--- config.mk ---
export PLATFORM = sky130hd
export DESIGN_NAME = rom_port_arbiter
export DESIGN_NICKNAME = d
export VERILOG_FILES = /design/src/rtl/rom_port_arbiter_pkg.sv /design/src/rtl/rr_arb2.sv /design/src/rtl/rom_port_arbiter.sv
export SDC_FILE = /design/constraint.sdc
export NUM_CORES = 1
export LEC_CHECK = 0
export ABC_AREA = 1
export CAP_MARGIN = 25
export CORE_ASPECT_RATIO = 0.75
export CORE_MARGIN = 1.5
export CORE_UTILIZATION = 24
export CTS_BUF_LIST = sky130_fd_sc_hd__clkbuf_8
export DETAILED_ROUTE_END_ITERATION = 12
export GPL_TIMING_DRIVEN = 1
export SLEW_MARGIN = 20
export SYNTH_ARGS = -nofsm -noshare
export SYNTH_HDL_FRONTEND = slang
export SYNTH_HIERARCHICAL = 1
export SYNTH_SLANG_ARGS = --single-unit
--- constraint.sdc ---
create_clock -name clk -period 5.5 [get_ports clk]
set_clock_uncertainty 0.2 [all_clocks]
set_input_delay 0.825 -clock clk [delete_from_list [all_inputs] [get_ports clk]]
set_output_delay 0.825 -clock clk [all_outputs]
set_load 0.02 [all_outputs]
--- src/rtl/rom_port_arbiter_pkg.sv ---
// rom_port_arbiter_pkg: shared types and constants for the instruction-ROM port arbiter.
package rom_port_arbiter_pkg;
    localparam int XLEN       = 32;
    localparam int ROM_AW_DEF = 12;
    localparam int CNT_W      = 3;
    localparam logic REQ_IF = 1'b0;
    localparam logic REQ_LD = 1'b1;
    typedef enum logic {IDLE, WAIT} rom_arb_state_e;
endpackage

--- src/rtl/rr_arb2.sv ---
// rr_arb2: two-way round-robin picker; on contention the requester that did not win last time is chosen.
module rr_arb2
    import rom_port_arbiter_pkg::*;
(
    input  logic [1:0] req,
    input  logic       last_grant,
    output logic [1:0] gnt
);
    assign gnt[0] = req[0] & (~req[1] | (last_grant == REQ_LD));
    assign gnt[1] = req[1] & (~req[0] | (last_grant == REQ_IF));
endmodule

--- src/rtl/rom_port_arbiter.sv ---
// rom_port_arbiter: shares a single-port instruction ROM between fetch and load ports,
// one transaction in flight, tagged registered responses, fetch kill on redirect.
module rom_port_arbiter
    import rom_port_arbiter_pkg::*;
#(
    parameter int ROM_AW  = ROM_AW_DEF,
    parameter int ROM_LAT = 1
) (
    input  logic              clk,
    input  logic              rst,
    input  logic              if_req_valid,
    input  logic [XLEN-1:0]   if_req_addr,
    output logic              if_req_ready,
    input  logic              if_kill,
    output logic              if_rvalid,
    output logic [XLEN-1:0]   if_rdata,
    output logic              if_rerr,
    input  logic              ld_req_valid,
    input  logic [XLEN-1:0]   ld_req_addr,
    output logic              ld_req_ready,
    output logic              ld_rvalid,
    output logic [XLEN-1:0]   ld_rdata,
    output logic              ld_rerr,
    output logic              rom_ce,
    output logic [ROM_AW-1:0] rom_addr,
    input  logic [XLEN-1:0]   rom_rdata,
    output logic              busy
);
    rom_arb_state_e   state, state_d;
    logic [CNT_W-1:0] cnt;
    logic             owner, last_grant, kill_pend, oor;
    logic [1:0]       gnt;
    logic [XLEN-1:0]  win_addr;
    logic             in_range, grant, capture, kill_eff, unused_ok;

    rr_arb2 u_arb (.req({ld_req_valid, if_req_valid}), .last_grant, .gnt);

    assign win_addr  = gnt[1] ? ld_req_addr : if_req_addr;
    assign in_range  = win_addr[XLEN-1:ROM_AW+2] == '0;
    assign unused_ok = ^win_addr[1:0];
    assign grant     = (state == IDLE) && (|gnt);
    assign capture   = (state == WAIT) && (cnt == CNT_W'(ROM_LAT));
    assign kill_eff  = kill_pend | (if_kill & (owner == REQ_IF));
    assign rom_ce    = grant & in_range;
    assign rom_addr  = win_addr[ROM_AW+1:2];
    assign busy      = state == WAIT;

    always_comb begin
        state_d      = state;
        if_req_ready = 1'b0;
        ld_req_ready = 1'b0;
        if (state == IDLE) begin
            if_req_ready = gnt[0];
            ld_req_ready = gnt[1];
            state_d      = |gnt ? WAIT : IDLE;
        end else if (capture) begin
            state_d = IDLE;
        end
    end

    always_ff @(posedge clk or posedge rst) begin
        if (rst) state <= IDLE;
        else     state <= state_d;
    end

    always_ff @(posedge clk or posedge rst) begin
        if (rst) begin
            cnt        <= '0;
            owner      <= REQ_IF;
            last_grant <= REQ_LD;
            kill_pend  <= 1'b0;
            oor        <= 1'b0;
            if_rvalid  <= 1'b0;
            if_rerr    <= 1'b0;
            if_rdata   <= '0;
            ld_rvalid  <= 1'b0;
            ld_rerr    <= 1'b0;
            ld_rdata   <= '0;
        end else begin
            if_rvalid <= 1'b0;
            if_rerr   <= 1'b0;
            ld_rvalid <= 1'b0;
            ld_rerr   <= 1'b0;
            if (grant) begin
                owner      <= gnt[1];
                last_grant <= gnt[1];
                kill_pend  <= 1'b0;
                cnt        <= CNT_W'(1);
                oor        <= ~in_range;
            end else if (state == WAIT) begin
                cnt <= cnt + 1'b1;
                if (if_kill && owner == REQ_IF) kill_pend <= 1'b1;
                // A killed fetch still updates rdata; only the valid/err pulse is suppressed.
                if (capture && owner == REQ_IF) begin
                    if_rdata  <= oor ? '0 : rom_rdata;
                    if_rvalid <= ~kill_eff;
                    if_rerr   <= oor & ~kill_eff;
                end else if (capture) begin
                    ld_rdata  <= oor ? '0 : rom_rdata;
                    ld_rvalid <= 1'b1;
                    ld_rerr   <= oor;
                end
            end
        end
    end
endmodule

==> results of run 1 <==
-- placed cells by master, fill, tap and decap left out, drive strengths merged --
cell type and instances:
clkinv 3, mux2 32, clkdlybuf4s50 180, clkbuf 10, inv 58, nand3b 3
bufinv 1, o22ai 1, nand3 5, nor2 60, a21oi 2, dfrtp 75
a21boi 1, nor3b 1, clkinvlp 2, dfstp 1, nor3 1, ha 2
buf 3, nand2 150, o21ai 5
-- path summary, 6_finish.rpt --
check                                    end  depth (start not counted)  slack (ns)
max in group asynchronous       ld_rdata[28]                          3        3.46
worst min-delay path            if_rdata[22]                          2        0.28
worst min register to register  if_rdata[22]                          2        0.28
worst max register to register       if_rerr                          6        2.80
worst max-delay path                  rom_ce                          8        1.28
min in group asynchronous       if_rdata[10]                          2        0.67
-- cell usage after synthesis --
cell / instances
nand2_1: 150
dfrtp_1: 75
nor2_1: 58
inv_1: 56
mux2_4: 29
buf_2: 8
o21ai_0: 5
clkbuf_1: 4
nand3_1: 4
buf_12: 3
mux2_2: 3
nand3b_1: 3
buf_4: 2
ha_1: 2
inv_2: 2
a21boi_2: 1
a21oi_1: 1
a21oi_2: 1
dfstp_2: 1
nand3_4: 1
nor2_4: 1
nor2_8: 1
nor3_1: 1
nor3b_1: 1
o22ai_1: 1
-- stage by stage --
stage,power (mW),cells,instance area (µm²),setup slack [ns]
2_1_floorplan,1.36,414,3690,2.54
3_3_place_gp,1.79,785,5640,1.32
3_5_place_dp,1.81,785,5640,1.24
4_1_cts,2.28,801,5850,1.24
5_1_grt,2.39,801,5850,1.09
6_report,2.24,801,5850,1.28
-- worst register-to-register path, cell delays in order (launching register included) --
cell and delay (ns):
dfrtp_1 0.41, inv_1 0.06, ha_1 0.18, nand3_4 0.13, nor2_4 0.76, inv_2 0.56, nor3b_1 0.32
-- cell families (layout without fill, tap and decap cells) --
logic type	Yosys count	after routing	share of synthesized area
and+or+nand+nor	220	220	0.240
buffers and inverters	75	257	0.0944
adders and majority gates	2	2	0.00679
muxes	32	32	0.127
DFF	76	76	0.516
AOI/OAI and AO/OA	9	9	0.0153
-- flip-flops by register name, summed over array words and instances (netlist names) --
register    cells
kill_pend       1
owner           1
if_rerr         1
if_rvalid       1
last_grant      1
ld_rerr         1
busy            1
oor             1
cnt             3
if_rdata       32
ld_rvalid       1
ld_rdata       32
-- where the power goes --
part	internal (mW)	total, mW	switching [mW]
registers	0.717	0.818	0.100
clock network	0.225	0.454	0.229
logic	0.444	0.970	0.527
-- metal layers --
metal	GRT usage	up-vias
li1	-	1588
met1	0.182	1498
met2	0.228	86
met3	0.0374	11
met4	0.0390	0
met5	0	-
-- layout make-up --
type	instances	area share
clock buffer	10	0.0235
clock inverter	6	0.0122
inverter	58	0.0374
multi-input combinational	263	0.245
sequential	76	0.325
tap	205	0.0439
timing repair buffer	183	0.312
==> impl_metrics.toml, run 1 <==
[synthesis]
synthCells = 414
syn_area_um2 = 3690
synth-seq-cells = 76
ys_seq_area_frac = 0.516
ys_warn_count = 6
synth_nets = 517
synth.avg_cell_area_um2 = 8.90
synth_top_cell_area_share = 0.509
synth_cell_types = 25
yosys.area.top_type = "dfrtp_1"
synth_area_leaders = "dfrtp_1 51%, nand2_1 15%, mux2_4 12%"

[timing]
period_needed_ns = 4.22
period_share = 0.768
setup_tns_ns = 0
max_freq_ghz = 0.237
holdWs_ns = 0.277
setup_violations = 0
drv_slew = 0
final_hold_viol_count = 0
rsz0062_at_grt = "no"
slew_headroom = 0.360
tightest_slew_ns = 0.957

[die]
die-area_um2 = 16100
core_area_um2 = 15100
num_rows = 39
die_h_um = 110
ios = 185
initial_utilization = 0.244
dieWidth_um = 146

[clock_tree]
root_buffer = "clkbuf_8"
cts_tree = "built"
clock_latency_ns = 0.35
cts_buffers = 9
path_clk_slew_ns = 0.09
clock_path_buffers = 2
cts_num_sinks = 76
htreeDepth = 3
cts_hold_buffers = 0
cts-resized-gates = 0
cts_setup_buffers = 0

[setup_path]
crit_fanout = 17
crit_top_cell = "clkdlybuf4s50_1"
cp-start-kind = "primary input"
cp_num_buf_inv = 4
worstPathRequired_ns = 4.47
path_cells = "clkdlybuf4s50_1, a21boi_2, buf_4, inv_2, a21oi_1, nand3_1, nor2_1, clkdlybuf4s50_1"
cpPeakStageDelay_ns = 0.65
endpoint_kind = "output pin"
crit_family = "buffers and inverters"
arrival_ns = 3.20
cp-startpoint = "ld_req_valid"
worstSetupPathType = "primary input to output pin"
crit_slowest_cell = "clkdlybuf4s50_1"
rr_startpoint = "cnt[1]"

[detailed_routing]
met1_length_mm = 5.07
drtIter0Drc = 103
met2_length_mm = 5.07
antenna_left = 0
drt_wl_total_mm = 10.7
route.detailed.drc = 0
vias = 3183
highest_layer = "met4"
via_per_inst = 3.97
dr.pass1.iters = 4
dr_wl_met3_um = 478
post_drt_wl_per_cell_um = 13.4

[status]
outcome = "complete, no violations"

[cells_and_area]
fillers = 1533
drive_gt1_frac = 0.101
seq_area_um2 = 1900
multi_input_area_um2 = 1440
nets = 694
final_core_utilization = 0.387
areaGrowthSynthToFinish_pct = 58.6
antenna_cells = 0

[place]
routabilityCongestion = 0.776
buffer_ports.inserted = 180
dp.final_hpwl_mm = 7.60

[grt]
grt_remaining_overflow = 0
grt_pass1_wl_mm = 17.5
antenna_found_initial = 0
grt_max_degree = 40
grt_pass1_vias = 3335
grt_usage = 0.139

[pwr]
vdd_ir_drop_max_mv = 0.270
power_density_nw_per_um2 = 383
p_leak_nw = 2.87

[hold_path]
min_from = "if_rdata[22]"
hp-class = "register to register"

[flow_run]
cap_violations = 0
(Power assumes the default switching activity.)
==> inputs of run 2 (changes only) <==
- clock period: 5.5 -> 4.2 ns (I/O delays scaled with it)
==> run 2 against run 1 <==
Against the previous run:
- flip-flop and latch count unchanged
- highest routed layer unchanged
- worst hold slack got worse by 0.0065 ns
- global-route usage decreased by 0.17 points
- critical path depth decreased by 1
- largest cell class unchanged
- total power increased by 30%
- core utilization increased by 0.13 points
- critical path type unchanged
- first-iteration DRC count decreased by 14%
- routed wire length increased by 0.39%
- cell count increased by 0.12%
- non-clock buffer count increased by 1
==> impl_metrics.toml, run 2 (same netlist as run 1, synthesis figures left out) <==
[status]
outcome = "complete, no violations"

[setup_path]
worstSetupPathType = "primary input to output pin"
worstPathRequired_ns = 3.37
rrSetupSlack_ns = 1.46
path_cells = "clkdlybuf4s50_1, a21boi_2, inv_2, a21oi_1, nand3_1, nor2_1, clkdlybuf4s50_1"
cpPeakStageDelay_ns = 0.64
crit_slowest_cell = "clkdlybuf4s50_1"
cp-start-kind = "primary input"
crit_top_cell = "clkdlybuf4s50_1"
endpoint_kind = "output pin"
arrival_ns = 2.72
crit_fanout = 17

[pwr]
power_density_nw_per_um2 = 498
vdd_ir_drop_max_mv = 0.316
p_seq_frac = 0.366
clockPowerShare = 0.201
power_switching_share = 0.379
combPwrFrac = 0.433
p_leak_nw = 2.88
finalPower_mw = 2.92
p_sw_mw = 1.11
p_int_mw = 1.82

[detailed_routing]
dr.pass1.iters = 4
drtIter0Drc = 89
post_drt_wl_per_cell_um = 13.4
via_per_inst = 3.97
drt_wl_total_mm = 10.8
antenna_left = 0
vias = 3181
route.detailed.drc = 0

[place]
dp.final_hpwl_mm = 7.50
routabilityCongestion = 0.755
place_area_um2 = 5640
buffer_ports.inserted = 180

[clock_tree]
cts_num_sinks = 76
root_buffer = "clkbuf_8"
path_clk_slew_ns = 0.08
clock_path_buffers = 2
cts_setup_buffers = 0
htreeDepth = 3
clock_latency_ns = 0.35
cts_buffers = 9
cts_tree = "built"
cts-resized-gates = 0
cts_hold_buffers = 0

[cells_and_area]
drive_gt1_frac = 0.102
stdcell_area_um2 = 5870
final_cell_mix = "180 x clkdlybuf4s50_1, 150 x nand2_1, 75 x dfrtp_1"
antenna_cells = 0
reg_top3 = "if_rdata x32, ld_rdata x32, cnt x3"
nets = 695
fillers = 1495
final_common_cell = "clkdlybuf4s50_1"
areaGrowthSynthToFinish_pct = 59.2

[die]
die-area_um2 = 16100
num_rows = 39
dieWidth_um = 146
initial_utilization = 0.244
die_h_um = 110
core_area_um2 = 15100
ios = 185

[grt]
grt_usage = 0.137
antenna_found_initial = 0
grt_remaining_overflow = 0
grt_pass1_wl_mm = 17.2
grt_max_degree = 54
grt_pass1_vias = 3374

[hold_path]
hp-class = "register to register"

[timing]
setup_tns_ns = 0
period_share = 0.845
tightest_slew_ns = 0.941
period_needed_ns = 3.55
drv_slew = 0
max_freq_ghz = 0.282
slew_headroom = 0.371
setup_violations = 0
final_hold_viol_count = 0
rsz0062_at_grt = "no"

[flow_run]
cap_violations = 0
[run 2: cell count changes in the layout (fill, tap and decap cells not counted)]
| cell | delta |
|---|---|
| buf_12 | +1 |
[run 2: critical path: cells and delay by family]
kind / cells / cell delay (ns)
AO/OA/AOI/OAI: 2 / 0.52
AND/OR/NAND/NOR: 2 / 0.26
buffers and inverters: 3 / 1.28
[run 2: cell type report]
class | instances | area [µm²] | area share
Timing Repair Buffer | 184 | 1840 | 0.314
Multi-Input combinational cell | 263 | 1440 | 0.245
Clock buffer | 10 | 138 | 0.0235
Sequential cell | 76 | 1900 | 0.324
Tap cell | 205 | 256 | 0.0437
Inverter | 58 | 219 | 0.0373
Clock inverter | 6 | 71.3 | 0.0122
[run 2: final timing paths]
check	start	to	depth (start not counted)
hold / removal	if_rdata[28]	if_rdata[28]	2
min in group asynchronous	rst	if_rvalid	2
setup / recovery	ld_req_valid	rom_ce	7
setup reg to reg	cnt[1]	if_rerr	6
hold reg to reg	if_rdata[28]	if_rdata[28]	2
max in group asynchronous	rst	ld_rdata[7]	4
[run 2: stage by stage]
stage,hold WS (ns),worst slack [ns],util,cells
after global placement,0.255,0.642,0.373,785
after global routing,0.302,0.415,0.388,802
final,0.271,0.652,0.388,802
after floorplan,0.257,1.43,-,414
after CTS,0.277,0.618,0.387,801
after detailed placement,0.257,0.618,0.373,785
[run 2: power by group through the flow]
stage          Clock (mW)  Sequential [mW]  Combinational, mW
2_1_floorplan           0             1.28              0.500
3_3_place_gp            0             1.08               1.27
3_5_place_dp            0             1.08               1.29
4_1_cts             0.617             1.07               1.29
5_1_grt             0.641             1.10               1.37
6_report            0.586             1.07               1.27
[run 2: layer usage]
metal,vias up,global-route usage,routed length [µm]
met1,1484,0.172,5000
met5,-,0,0
li1,1593,-,-
met2,89,0.234,5120
met3,15,0.0379,520
met4,0,0.0368,133
